$ cat config.mk
export PLATFORM = sky130hd
export DESIGN_NAME = mux_add_accum
export DESIGN_NICKNAME = d
export VERILOG_FILES = /design/src/rtl/mux_add_accum_pkg.sv /design/src/rtl/mux_add_accum_operand_sel_reg.sv /design/src/rtl/mux_add_accum.sv
export SDC_FILE = /design/constraint.sdc
export NUM_CORES = 1
export LEC_CHECK = 0
export CAP_MARGIN = 25
export CORE_ASPECT_RATIO = 0.6
export CORE_UTILIZATION = 30
export DETAILED_ROUTE_END_ITERATION = 8
export GPL_ROUTABILITY_DRIVEN = 0
export PLACE_DENSITY_LB_ADDON = 0.25
export SETUP_SLACK_MARGIN = 0.15
export SLEW_MARGIN = 20
export SYNTH_ARGS = -nofsm -noshare
export SYNTH_HDL_FRONTEND = slang
export SYNTH_SLANG_ARGS = --single-unit
$ cat constraint.sdc
create_clock -name clk_i -period 4.7 [get_ports clk_i]
set_input_delay 0.705 -clock clk_i [delete_from_list [all_inputs] [get_ports clk_i]]
set_output_delay 0.705 -clock clk_i [all_outputs]
set_load 0.005 [all_outputs]
$ cat src/rtl/mux_add_accum_pkg.sv
// rtl/mux_add_accum_pkg.sv - shared opcode type for the operand-select accumulator
package mux_add_accum_pkg;

    typedef enum logic [1:0] {
        OP_LOAD  = 2'b00,
        OP_ADD   = 2'b01,
        OP_SUB   = 2'b10,
        OP_CLEAR = 2'b11
    } op_t;

endpackage

$ cat src/rtl/mux_add_accum_operand_sel_reg.sv
// rtl/mux_add_accum_operand_sel_reg.sv - stage 1: channel mux and operand/opcode register
module operand_sel_reg
    import mux_add_accum_pkg::*;
#(
    parameter int WIDTH = 8,
    parameter int NCH   = 4,
    localparam int SEL_W = $clog2(NCH)
) (
    input  logic                 clk_i,
    input  logic                 rst_i,
    input  logic                 in_valid_i,
    input  op_t                  op_i,
    input  logic [SEL_W-1:0]     sel_i,
    input  logic [NCH*WIDTH-1:0] ch_data_i,
    output logic                 s1_valid_o,
    output op_t                  s1_op_o,
    output logic [WIDTH-1:0]     s1_operand_o
);

    logic             valid_q;
    op_t              op_q, op_d;
    logic [WIDTH-1:0] operand_q, operand_d;
    logic [WIDTH-1:0] mux_out;

    // Select codes past the last channel fall through to zero.
    always_comb begin
        mux_out = '0;
        for (int i = 0; i < NCH; i++) begin
            if (sel_i == SEL_W'(i)) begin
                mux_out = ch_data_i[i*WIDTH +: WIDTH];
            end
        end
    end

    always_comb begin
        op_d      = op_q;
        operand_d = operand_q;
        if (in_valid_i) begin
            op_d      = op_i;
            operand_d = mux_out;
        end
    end

    always_ff @(posedge clk_i or posedge rst_i) begin
        if (rst_i) begin
            valid_q   <= 1'b0;
            op_q      <= OP_LOAD;
            operand_q <= '0;
        end else begin
            valid_q   <= in_valid_i;
            op_q      <= op_d;
            operand_q <= operand_d;
        end
    end

    assign s1_valid_o   = valid_q;
    assign s1_op_o      = op_q;
    assign s1_operand_o = operand_q;

endmodule

$ cat src/rtl/mux_add_accum.sv
// rtl/mux_add_accum.sv - operand-select add/sub accumulator with sticky overflow and transaction count
module mux_add_accum
    import mux_add_accum_pkg::*;
#(
    parameter int   WIDTH = 8,
    parameter int   NCH   = 4,
    parameter bit   SAT   = 1'b1,
    parameter int   CNT_W = 8,
    localparam int  SEL_W = $clog2(NCH)
) (
    input  logic                 clk_i,
    input  logic                 rst_i,
    input  logic                 in_valid_i,
    input  op_t                  op_i,
    input  logic [SEL_W-1:0]     sel_i,
    input  logic [NCH*WIDTH-1:0] ch_data_i,
    input  logic                 ovf_clr_i,
    output logic [WIDTH-1:0]     res_o,
    output logic                 res_valid_o,
    output logic                 ovf_o,
    output logic [CNT_W-1:0]     count_o
);

    logic             s1_valid;
    op_t              s1_op;
    logic [WIDTH-1:0] s1_operand;

    operand_sel_reg #(
        .WIDTH (WIDTH),
        .NCH   (NCH)
    ) u_operand_sel_reg (
        .clk_i        (clk_i),
        .rst_i        (rst_i),
        .in_valid_i   (in_valid_i),
        .op_i         (op_i),
        .sel_i        (sel_i),
        .ch_data_i    (ch_data_i),
        .s1_valid_o   (s1_valid),
        .s1_op_o      (s1_op),
        .s1_operand_o (s1_operand)
    );

    logic [WIDTH-1:0] acc_q, acc_d;
    logic             ovf_q, ovf_d;
    logic             res_valid_q;
    logic [CNT_W-1:0] count_q, count_d;
    logic [WIDTH:0]   sum;
    logic [WIDTH:0]   diff;

    // Extra top bit carries the add carry-out / subtract borrow.
    assign sum  = {1'b0, acc_q} + {1'b0, s1_operand};
    assign diff = {1'b0, acc_q} - {1'b0, s1_operand};

    always_comb begin
        acc_d   = acc_q;
        ovf_d   = ovf_q & ~ovf_clr_i;
        count_d = count_q;
        if (s1_valid) begin
            count_d = count_q + CNT_W'(1);
            unique case (s1_op)
                OP_LOAD: acc_d = s1_operand;
                OP_ADD: begin
                    acc_d = sum[WIDTH-1:0];
                    if (sum[WIDTH]) begin
                        ovf_d = 1'b1;
                        if (SAT) acc_d = '1;
                    end
                end
                OP_SUB: begin
                    acc_d = diff[WIDTH-1:0];
                    if (diff[WIDTH]) begin
                        ovf_d = 1'b1;
                        if (SAT) acc_d = '0;
                    end
                end
                OP_CLEAR: begin
                    acc_d = '0;
                    ovf_d = 1'b0;
                end
                default: acc_d = acc_q;
            endcase
        end
    end

    always_ff @(posedge clk_i or posedge rst_i) begin
        if (rst_i) begin
            acc_q       <= '0;
            ovf_q       <= 1'b0;
            res_valid_q <= 1'b0;
            count_q     <= '0;
        end else begin
            acc_q       <= acc_d;
            ovf_q       <= ovf_d;
            res_valid_q <= s1_valid;
            count_q     <= count_d;
        end
    end

    assign res_o       = acc_q;
    assign res_valid_o = res_valid_q;
    assign ovf_o       = ovf_q;
    assign count_o     = count_q;

endmodule

==> metrics.txt, run 1 <==
1st-iter DRT viols=about 120; Critical Path Slowest Stage Cell=a2111oi_0; antenna viol nets, final=0; most frequent cells in the layout=clkdlybuf4s50_1, dfrtp_1, inv_1; number of distinct library cells after synthesis=between 40 and 50; Clock transition at path regs=50 ps; CTS resizes=0; worst-path maximum fanout=9; fillers=660; Layout Cells excl Fill=around 370; CP Launch Type=register; IO buf count=57; crit path buf inv count=1; Worst slew margin=a little under half; wire per inst=about 16 um; most common cell after layout, fill and taps aside=clkdlybuf4s50_1; placed insts=roughly 370; CP Cell Sequence=inv_1, ha_1, a21oi_1, o22ai_1, nor2_1, nor2_1, a2111oi_0, o22ai_1; unrepaired setup endpoints after global routing=no; clk_skew=approximately 4.1 ps; crit path DAT=around 2600 ps; power density cells=roughly 470 nW/um^2; DRC errors left=0; row cnt=23; drt total wl=approximately 5900 um; Area Growth Syn to Fin=35.2%; peak supply drop=0.186 mV; vias in the first global route=around 1.8k; CTS tree=done; delay of the slowest critical-path stage=between 400 and 500 ps; fraction of registers with async set/reset=100%; largest net degree at the start of global routing=25; # IOs=58; Post-synth EDFFs=0; CTS Root Cell=clkbuf_16; die height=~68 um; WS Path Type=register to register; Starting Density=between 30% and 40%; share of cells above drive strength 1=9.06%; fin crit period=roughly 2500 ps; CTS buffer count=5; Least-Margin Pin Slew=807 ps; CP required=~4800 ps; Clk Latency, worst-skew pair=around 270 ps; YS warnings=0; R2R setup slack=~2200 ps; global-route wire length before repair=a little over 9000 um; DRT Pass-1 Iters=4; All-Layer GR Usage=about 16%; Bufs on Longest Clock Path=2; Primary FF master, synth=dfrtp_1; final hold vios=0; Setup-failing EPs final=0; Achievable Freq=roughly 410 MHz; Post-Syn Area=between 2000 and 2500 um^2; core footprint=~6900 um^2; Setup crit end kind=register; grt total ovfl=0; Avg Synthesized Cell Area=~9.4 um^2; Mapped Nets=295; hold_buf cts=0; HPWL Detailed=approximately 4700 um; Worst path top cell family by delay=compound AO/OA/AOI/OAI gates; post-route setup TNS=0 ps; Leakage=between 1 and 1.5 nW; initial antenna violation count=0; period utilization=between 50% and 60%; Die Area=between 7000 and 8000 um^2; Syn Inst Count=between 200 and 250; antenna fix cells=0; register area share after synthesis=roughly 33%; Vias=between 1.5k and 2k; Max-Cap Viols=0; post-DR vias/cell=5.24; nets@finish=348; Hold Path Class=register to register; Post-CTS Setup Bufs=0; number of synthesized register bits=29; Die X=113 um; clk sinks=29; status=finished, final reports clean; H-tree depth=2; pins over their slew limit=0
==> final timing paths <==
check                             end  depth (start not counted)                              start
max in group asynchronous  count_o[1]                          3                              rst_i
max                          res_o[1]                          8  u_operand_sel_reg.s1_operand_o[7]
max reg2reg                  res_o[1]                          8  u_operand_sel_reg.s1_operand_o[7]
min in group asynchronous    res_o[6]                          2                              rst_i
min reg2reg                count_o[7]                          1                         count_o[7]
min                        count_o[7]                          1                         count_o[7]
==> cell families after synthesis <==
group | after synthesis | share of synthesized area, %
adders and majority gates | 22 | 13.2
muxes | 10 | 9.21
buffers and inverters | 34 | 7.28
xor gates and xnor gates | 9 | 3.58
DFF | 29 | 33.0
and+or+nand+nor | 63 | 14.1
AOI/OAI and AO/OA | 66 | 19.6
==> state kept, by name, indices dropped and copies added (netlist names) <==
name / flops
count_o: 8
u_operand_sel_reg.s1_op_o: 2
res_o: 8
u_operand_sel_reg.s1_operand_o: 8
ovf_o: 1
u_operand_sel_reg.s1_valid_o: 1
res_valid_o: 1
==> metal layers <==
layer  track usage [%]  vias up  routed length (um)
met5                 0        -                   0
met4              4.00        0                  42
met3              4.52        7                 454
met2              21.1       70                2320
met1              24.4      930                3050
li1                  -      951                   -
==> final cells by class <==
class                           instances  area [um^2]  share of cell area [%]
Timing Repair Buffer                   58          586                    19.7
Multi-Input combinational cell        170         1310                    44.2
Sequential cell                        29          726                    24.4
Clock inverter                          1         5.00                   0.168
Inverter                               22         82.6                    2.78
Tap cell                               87          109                    3.66
Clock buffer                            7          153                    5.13
==> worst register-to-register path, stage by stage, from the launching register on <==
cell and delay (ps):
dfrtp_1 380, inv_1 120, ha_1 350, a21oi_1 290, o22ai_1 170, nor2_1 320
nor2_1 80, a2111oi_0 450, o22ai_1 160
==> Yosys cell counts (all sizes together), types with 4 or more instances <==
cell type  count  area share (%)
nand2         19             3.2
o22ai          6             2.0
nand3          5             1.1
ha            20              11
nand2b         4             1.3
xor2           4             1.6
a221o          4             1.9
a21oi         14             3.4
o21ai         21             4.8
nor2          14             2.4
nand4          4             1.1
buf            4             1.2
mux4           8             8.2
dfrtp         29              33
nor2b          6             1.7
a31oi          5             1.4
xnor2          5             2.0
inv           22             3.8
clkbuf         8             2.3
==> power breakdown <==
part | switching, W | internal, W
clock | 0.000105 | 0.000223
combinational | 0.000330 | 0.000345
sequential | 0.0000825 | 0.000318
==> through the flow <==
stage / hold WS, ps / total power, W / setup slack [ps] / instance area (um^2) / util [%]
after floorplan: 446 / 0.000828 / 2570 / 2200 / -
after global placement: 466 / 0.00106 / 2190 / 2800 / 40.7
after detailed placement: 478 / 0.00107 / 2170 / 2820 / 40.9
after CTS: 485 / 0.00141 / 2240 / 2970 / 43.2
after global routing: 519 / 0.00151 / 2030 / 2970 / 43.2
final: 476 / 0.00140 / 2240 / 2970 / 43.2
(Power assumes the default switching activity.)
==> inputs of run 2 (changes only) <==
==> constraint.sdc (replaced) <==
create_clock -name clk_i -period 2.2 [get_ports clk_i]
set_input_delay 0.33 -clock clk_i [delete_from_list [all_inputs] [get_ports clk_i]]
set_output_delay 0.33 -clock clk_i [all_outputs]
set_load 0.005 [all_outputs]
==> metrics.txt, run 2 (synthesis gave the netlist of run 1 again) <==
status=complete, but fails checks (was finished, final reports clean); failing checks=negative setup slack; GR met2 Demand/Resource=27.2% (was 21.1%); row cnt=23 (unchanged); post-layout power=0.00365 W (was 0.00140 W); core footprint=6880 um^2 (unchanged); Worst slew margin=68.8% (was 46.2%); drt total wl=6760 um (was 5870 um); CP required=2330 ps (was 4820 ps); Place WS=-103 ps (was 2170 ps); Area Growth Syn to Fin=57.7% (was 35.2%); met1 usage=26.1% (was 24.4%); grt met3 use=4.07% (was 4.52%); WS Path Type=register to register (unchanged); DRT Pass-1 Iters=4 (unchanged); global-route wire length before repair=10500 um (was 9090 um); worst-path maximum fanout=7 (was 9); CTS tree=done (unchanged); Clk Latency, worst-skew pair=270 ps (about the same); power density cells=1050 nW/um^2 (was 472 nW/um^2); fin crit period=2240 ps (was 2460 ps); Die Area=7690 um^2 (unchanged); Setup-failing EPs final=1 (was 0); 1st-iter DRT viols=99 (was 115); antenna viol nets, final=0 (unchanged); post-DR vias/cell=5.14 (was 5.24); pins over their slew limit=0 (unchanged); Achievable Freq=447 MHz (was 407 MHz); vias in the first global route=2126 (was 1750); grt total ovfl=0 (unchanged); Setup crit end kind=register (unchanged); Vias=2142 (was 1958); final hold vios=0 (unchanged); GRT busiest layer=met2 (was met1); peak supply drop=0.355 mV (was 0.186 mV); # IOs=58 (unchanged); Starting Density=32.0% (unchanged); fillers=628 (was 660); Clock transition at path regs=60 ps (was 50 ps); H-tree depth=2 (unchanged); clk_skew=7.64 ps (was 4.11 ps); most frequent cells in the layout=clkdlybuf4s50_1, buf_4, dfrtp_1 (was clkdlybuf4s50_1, dfrtp_1, inv_1); Die X=113 um (unchanged); Setup WS post-layout=-37.9 ps (was 2240 ps); initial antenna violation count=0 (unchanged); IO buf count=57 (unchanged); Hold Slack=441 ps (was 476 ps); unrepaired setup endpoints after global routing=yes (was no); CTS buffer count=5 (unchanged); Max-Cap Viols=0 (unchanged); All-Layer GR Usage=17.9% (was 15.9%); clk sinks=29 (unchanged); die height=68.3 um (unchanged); wire per inst=16.2 um (was 15.7 um); antenna fix cells=0 (unchanged); Least-Margin Pin Slew=464 ps (was 807 ps); period utilization=102% (was 52.3%); CP Launch Type=register (unchanged); DRC errors left=0 (unchanged); most common cell after layout, fill and taps aside=clkdlybuf4s50_1 (unchanged); Hold Path Class=input port to asynchronous set/reset pin (was register to register); share of cells above drive strength 1=29.4% (was 9.06%); Leakage=1.49 nW (was 1.26 nW); largest net degree at the start of global routing=30 (was 25); nets@finish=391 (was 348); CTS Root Cell=clkbuf_16 (unchanged); crit path DAT=2370 ps (was 2580 ps); HPWL Detailed=5090 um (was 4680 um); Bufs on Longest Clock Path=2 (unchanged)
==> run 2: worst max-delay path: stages (launching register included) <==
cell       delay, ps
dfrtp_2          450
ha_4             180
fa_2             420
nand2b_4         100
a211oi_4          70
o22ai_4          220
a21oi_4          150
a2111oi_2        330
o22ai_1          160
==> run 2: per-stage QoR <==
| stage | cells | utilization (%) | TNS [ps] | area (um^2) |
|---|---|---|---|---|
| 6_report | 417 | 50.4 | -37.9 | 3470 |
| 2_1_floorplan | 233 | - | 0 | 2220 |
| 5_1_grt | 417 | 50.4 | -280 | 3470 |
| 4_1_cts | 413 | 48.6 | 0 | 3340 |
| 3_5_place_dp | 401 | 45.0 | -305 | 3100 |
| 3_3_place_gp | 401 | 45.0 | -108 | 3100 |
==> run 2: path summary, 6_finish.rpt <==
kind	depth (start not counted)	from	slack [ps]	end
worst max register to register	8	u_operand_sel_reg.s1_operand_o[0]	-40	res_o[1]
worst min-delay path	3	rst_i	440	ovf_o
worst min register to register	1	count_o[7]	480	count_o[7]
min in group clk_i	1	count_o[7]	480	count_o[7]
max in group asynchronous	3	rst_i	1440	u_operand_sel_reg.s1_operand_o[0]
worst max-delay path	8	u_operand_sel_reg.s1_operand_o[0]	-40	res_o[1]
==> run 2: where the power goes <==
part	leakage (nW)	internal, W	switching, W
Sequential	0.353	0.000679	0.000146
Clock	0.0799	0.000478	0.000242
Combinational	1.05	0.00114	0.000966
Total	1.49	0.00229	0.00135
==> run 2: layout make-up <==
type / instances / area (um^2) / share of cell area [%]
timing repair buffer: 101 / 905 / 26.1
multi-input combinational: 170 / 1490 / 42.9
sequential: 29 / 727 / 21.0
tap: 87 / 109 / 3.14
clock inverter: 1 / 5.00 / 0.144
inverter: 22 / 82.6 / 2.38
clock buffer: 7 / 153 / 4.40
==> run 2: timing repair <==
item | 4_1_cts | 5_1_grt
resized for setup | 17 | 20
hold endpoints to repair | 0 | 0
endpoints found under the setup margin | 9 | 9
buffers inserted | 4 | 4
hold buffers | 0 | 0
pin swaps | 10 | 17
==> run 2: metal layers <==
metal	share of wire (%)	up-vias
met2	43	72
met3	5.8	8
met5	0	-
met1	50	1028
met4	1.0	0
li1	-	1034
==> inputs of run 3 (changes only) <==
--- a/config.mk
+++ b/config.mk
@@ -5,8 +5,9 @@
 export SDC_FILE = /design/constraint.sdc
 export NUM_CORES = 1
 export LEC_CHECK = 0
+export ABC_AREA = 1
 export CAP_MARGIN = 25
-export CORE_ASPECT_RATIO = 0.6
+export CORE_ASPECT_RATIO = 1.5
 export CORE_UTILIZATION = 30
 export DETAILED_ROUTE_END_ITERATION = 8
 export GPL_ROUTABILITY_DRIVEN = 0
==> metrics.txt, run 3 <==
clk sinks=29 (unchanged); Hold Path Class=input port to asynchronous set/reset pin (unchanged); Syn Inst Count=342 (was 233); Starting Density=31.3% (was 32.0%); Achievable Freq=511 MHz (was 447 MHz); DRT Pass-1 Iters=4 (unchanged); Setup crit end kind=register (unchanged); 1st-iter DRT viols=92 (was 99); All-Layer GR Usage=17.2% (was 17.9%); GR met2 Demand/Resource=30.6% (was 27.2%); H-tree depth=2 (unchanged); antenna viol nets, final=0 (unchanged); register area share after synthesis=30.0% (was 33.0%); number of distinct library cells after synthesis=36 (was 45); Worst slew margin=64.7% (was 68.8%); IO buf count=57 (unchanged); post-route setup TNS=0 ps (was -37.9 ps); number of synthesized register bits=29 (unchanged); # IOs=58 (unchanged); Power Internal=0.00182 W (was 0.00229 W); clk_skew=2.71 ps (was 7.64 ps); Commonest cells post-synth=nand2_1, inv_1, dfrtp_1, nor2_1, nand3_1 (was dfrtp_1, inv_1, o21ai_0, ha_1, nand2_1); unrepaired setup endpoints after global routing=yes (unchanged); YS warnings=0 (unchanged); Primary FF master, synth=dfrtp_1 (unchanged); CP required=2370 ps (was 2330 ps); Final Core Density=43.4% (was 50.4%); GRT busiest layer=met2 (unchanged); Mapped Nets=404 (was 295); share of cells above drive strength 1=13.0% (was 29.4%); core footprint=7710 um^2 (was 6880 um^2); grt met3 use=2.62% (was 4.07%); power density cells=902 nW/um^2 (was 1050 nW/um^2); Least-Margin Pin Slew=528 ps (was 464 ps); period utilization=88.9% (was 102%); Switching Share=39.7% (was 37.1%); Setup-failing EPs final=0 (was 1); fin crit period=1960 ps (was 2240 ps); grt total ovfl=0 (unchanged); DRC errors left=0 (unchanged); Logic pwr share=49.2% (was 57.6%); status=finished, final reports clean (was complete, but fails checks); most used cell, CP=nand2_2; top cells by area, synth=dfrtp_1, nand2_1, ha_1 (was dfrtp_1, ha_1, mux4_2); wire per inst=13.0 um (was 16.2 um); post-synth top area cell=dfrtp_1 (unchanged); Critical Path Slowest Stage Cell=dfrtp_1 (was dfrtp_2); Bufs on Longest Clock Path=2 (unchanged); P_sw=0.00120 W (was 0.00135 W); die height=112 um (was 68.3 um); HPWL Detailed=5160 um (was 5090 um); Die Area=8420 um^2 (was 7690 um^2); post-DR vias/cell=4.68 (was 5.14); WS Path Type=register to register (unchanged); delay of the slowest critical-path stage=410 ps (was 450 ps); Clk Latency, worst-skew pair=280 ps (was 270 ps); Post-Syn Area=2420 um^2 (was 2200 um^2); peak supply drop=0.592 mV (was 0.355 mV); CP Cell Sequence=ha_2, fa_2, nand2_2, nand2_2, nand4_1, nand2_2, a21oi_4, nand3_1, nand2_1, nand2_1 (was ha_4, fa_2, nand2b_4, a211oi_4, o22ai_4, a21oi_4, a2111oi_2, o22ai_1); most frequent cells in the layout=nand2_1, clkdlybuf4s50_1, inv_1 (was clkdlybuf4s50_1, buf_4, dfrtp_1); crit path DAT=2130 ps (was 2370 ps); most frequent cell after synthesis=nand2_1 (was dfrtp_1); Leakage=1.69 nW (was 1.49 nW); Synth top area share=30.0% (was 33.0%); CTS Root Cell=clkbuf_16 (unchanged); Max-Cap Viols=0 (unchanged); Clock transition at path regs=50 ps (was 60 ps); most common cell after layout, fill and taps aside=nand2_1 (was clkdlybuf4s50_1); vias in the first global route=2401 (was 2126); nets@finish=468 (was 391); hold_buf cts=0 (unchanged); global-route wire length before repair=10900 um (was 10500 um); row cnt=39 (was 23); Post-synth EDFFs=0 (unchanged); fraction of registers with async set/reset=100% (unchanged); final hold vios=0 (unchanged); Vias=2382 (was 2142); initial antenna violation count=0 (unchanged); worst-path maximum fanout=7 (unchanged); CTS tree=done (unchanged); met1 usage=17.3% (was 26.1%); drt total wl=6600 um (was 6760 um); CP Launch Type=register (unchanged); clock network fraction of design power=24.0% (was 19.8%); Avg Synthesized Cell Area=7.06 um^2 (was 9.44 um^2); power share of the sequential group=26.7% (was 22.6%); largest net degree at the start of global routing=30 (unchanged); Area Growth Syn to Fin=38.6% (was 57.7%); antenna fix cells=0 (unchanged); Die X=75.3 um (was 113 um); CTS buffer count=5 (unchanged); pins over their slew limit=0 (unchanged)
[run 3: cell types whose count changed in the layout (fill, tap and decap cells not counted), sizes merged, moves of 6 or more]
| cell | previous run | this run |
|---|---|---|
| nand2 | 19 | 111 |
| buf | 44 | 9 |
| inv | 22 | 56 |
| nand3 | 5 | 26 |
| nor2 | 14 | 28 |
| o21ai | 21 | 8 |
| mux4 | 8 | 0 |
| nor2b | 6 | 0 |
[run 3: power by group through the flow]
| stage | registers, W | clock network (W) | logic [W] |
|---|---|---|---|
| 2_1_floorplan | 0.000782 | 0 | 0.000924 |
| 3_3_place_gp | 0.000802 | 0 | 0.00137 |
| 3_5_place_dp | 0.000808 | 0 | 0.00138 |
| 4_1_cts | 0.000807 | 0.000743 | 0.00140 |
| 5_1_grt | 0.000830 | 0.000767 | 0.00167 |
| 6_report | 0.000806 | 0.000726 | 0.00149 |
[run 3: stage by stage]
| stage | total power (W) | std cells | setup WS (ps) | hold WS [ps] | cell area (um^2) |
|---|---|---|---|---|---|
| after global placement | 0.00217 | 495 | 144 | 465 | 3080 |
| after global routing | 0.00327 | 509 | 121 | 474 | 3350 |
| after floorplan | 0.00171 | 342 | 413 | 349 | 2420 |
| after CTS | 0.00295 | 504 | 133 | 429 | 3240 |
| after detailed placement | 0.00219 | 495 | 146 | 477 | 3080 |
| final | 0.00302 | 509 | 244 | 418 | 3350 |
[run 3: area by class of cell]
type / instances / area, um^2
fillers: 822 / 4360
clock buffers: 7 / 153
clock inverters: 1 / 5.00
multi-input cells: 247 / 1480
flip-flops and latches: 29 / 726
inverters: 57 / 215
well taps: 102 / 128
repair buffers: 66 / 638
[run 3: metal layers]
metal / vias to the layer above / share of wire [%]
met5: - / 0
met2: 80 / 56
li1: 1208 / -
met3: 20 / 4.1
met1: 1074 / 36
met4: 0 / 4.8
[run 3: timing repair]
action,4_1_cts,5_1_grt
pin swaps,1,5
endpoints found under the setup margin,5,9
resized for setup,0,16
gates cloned,1,0
setup buffers,0,5
[run 3: final timing paths]
path                            slack [ps]  depth (start not counted)                         startpoint                      endpoint
min in group clk_i                     480                          1                         count_o[7]                    count_o[7]
worst min register to register         480                          1                         count_o[7]                    count_o[7]
worst min-delay path                   420                          3                              rst_i                    count_o[6]
worst max register to register         240                         10  u_operand_sel_reg.s1_operand_o[0]                      res_o[6]
worst max-delay path                   240                         10  u_operand_sel_reg.s1_operand_o[0]                      res_o[6]
max in group asynchronous             1500                          3                              rst_i  u_operand_sel_reg.s1_valid_o
[run 3: worst max-delay path, delay by kind of cell (launching register included)]
| family | cells | cell delay, ps |
|---|---|---|
| compound gates | 1 | 310 |
| fa+ha+maj | 2 | 550 |
| flops | 1 | 410 |
| simple gates | 7 | 580 |
[run 3: cell families (layout without fill, tap and decap cells)]
logic type	Yosys count	in the layout	synth area share, %
compound gates	40	41	11.4
xor+xnor	10	10	3.63
fa+ha+maj	22	22	12.0
buf+inv	67	131	11.7
flops	29	29	30.0
simple gates	174	174	31.2
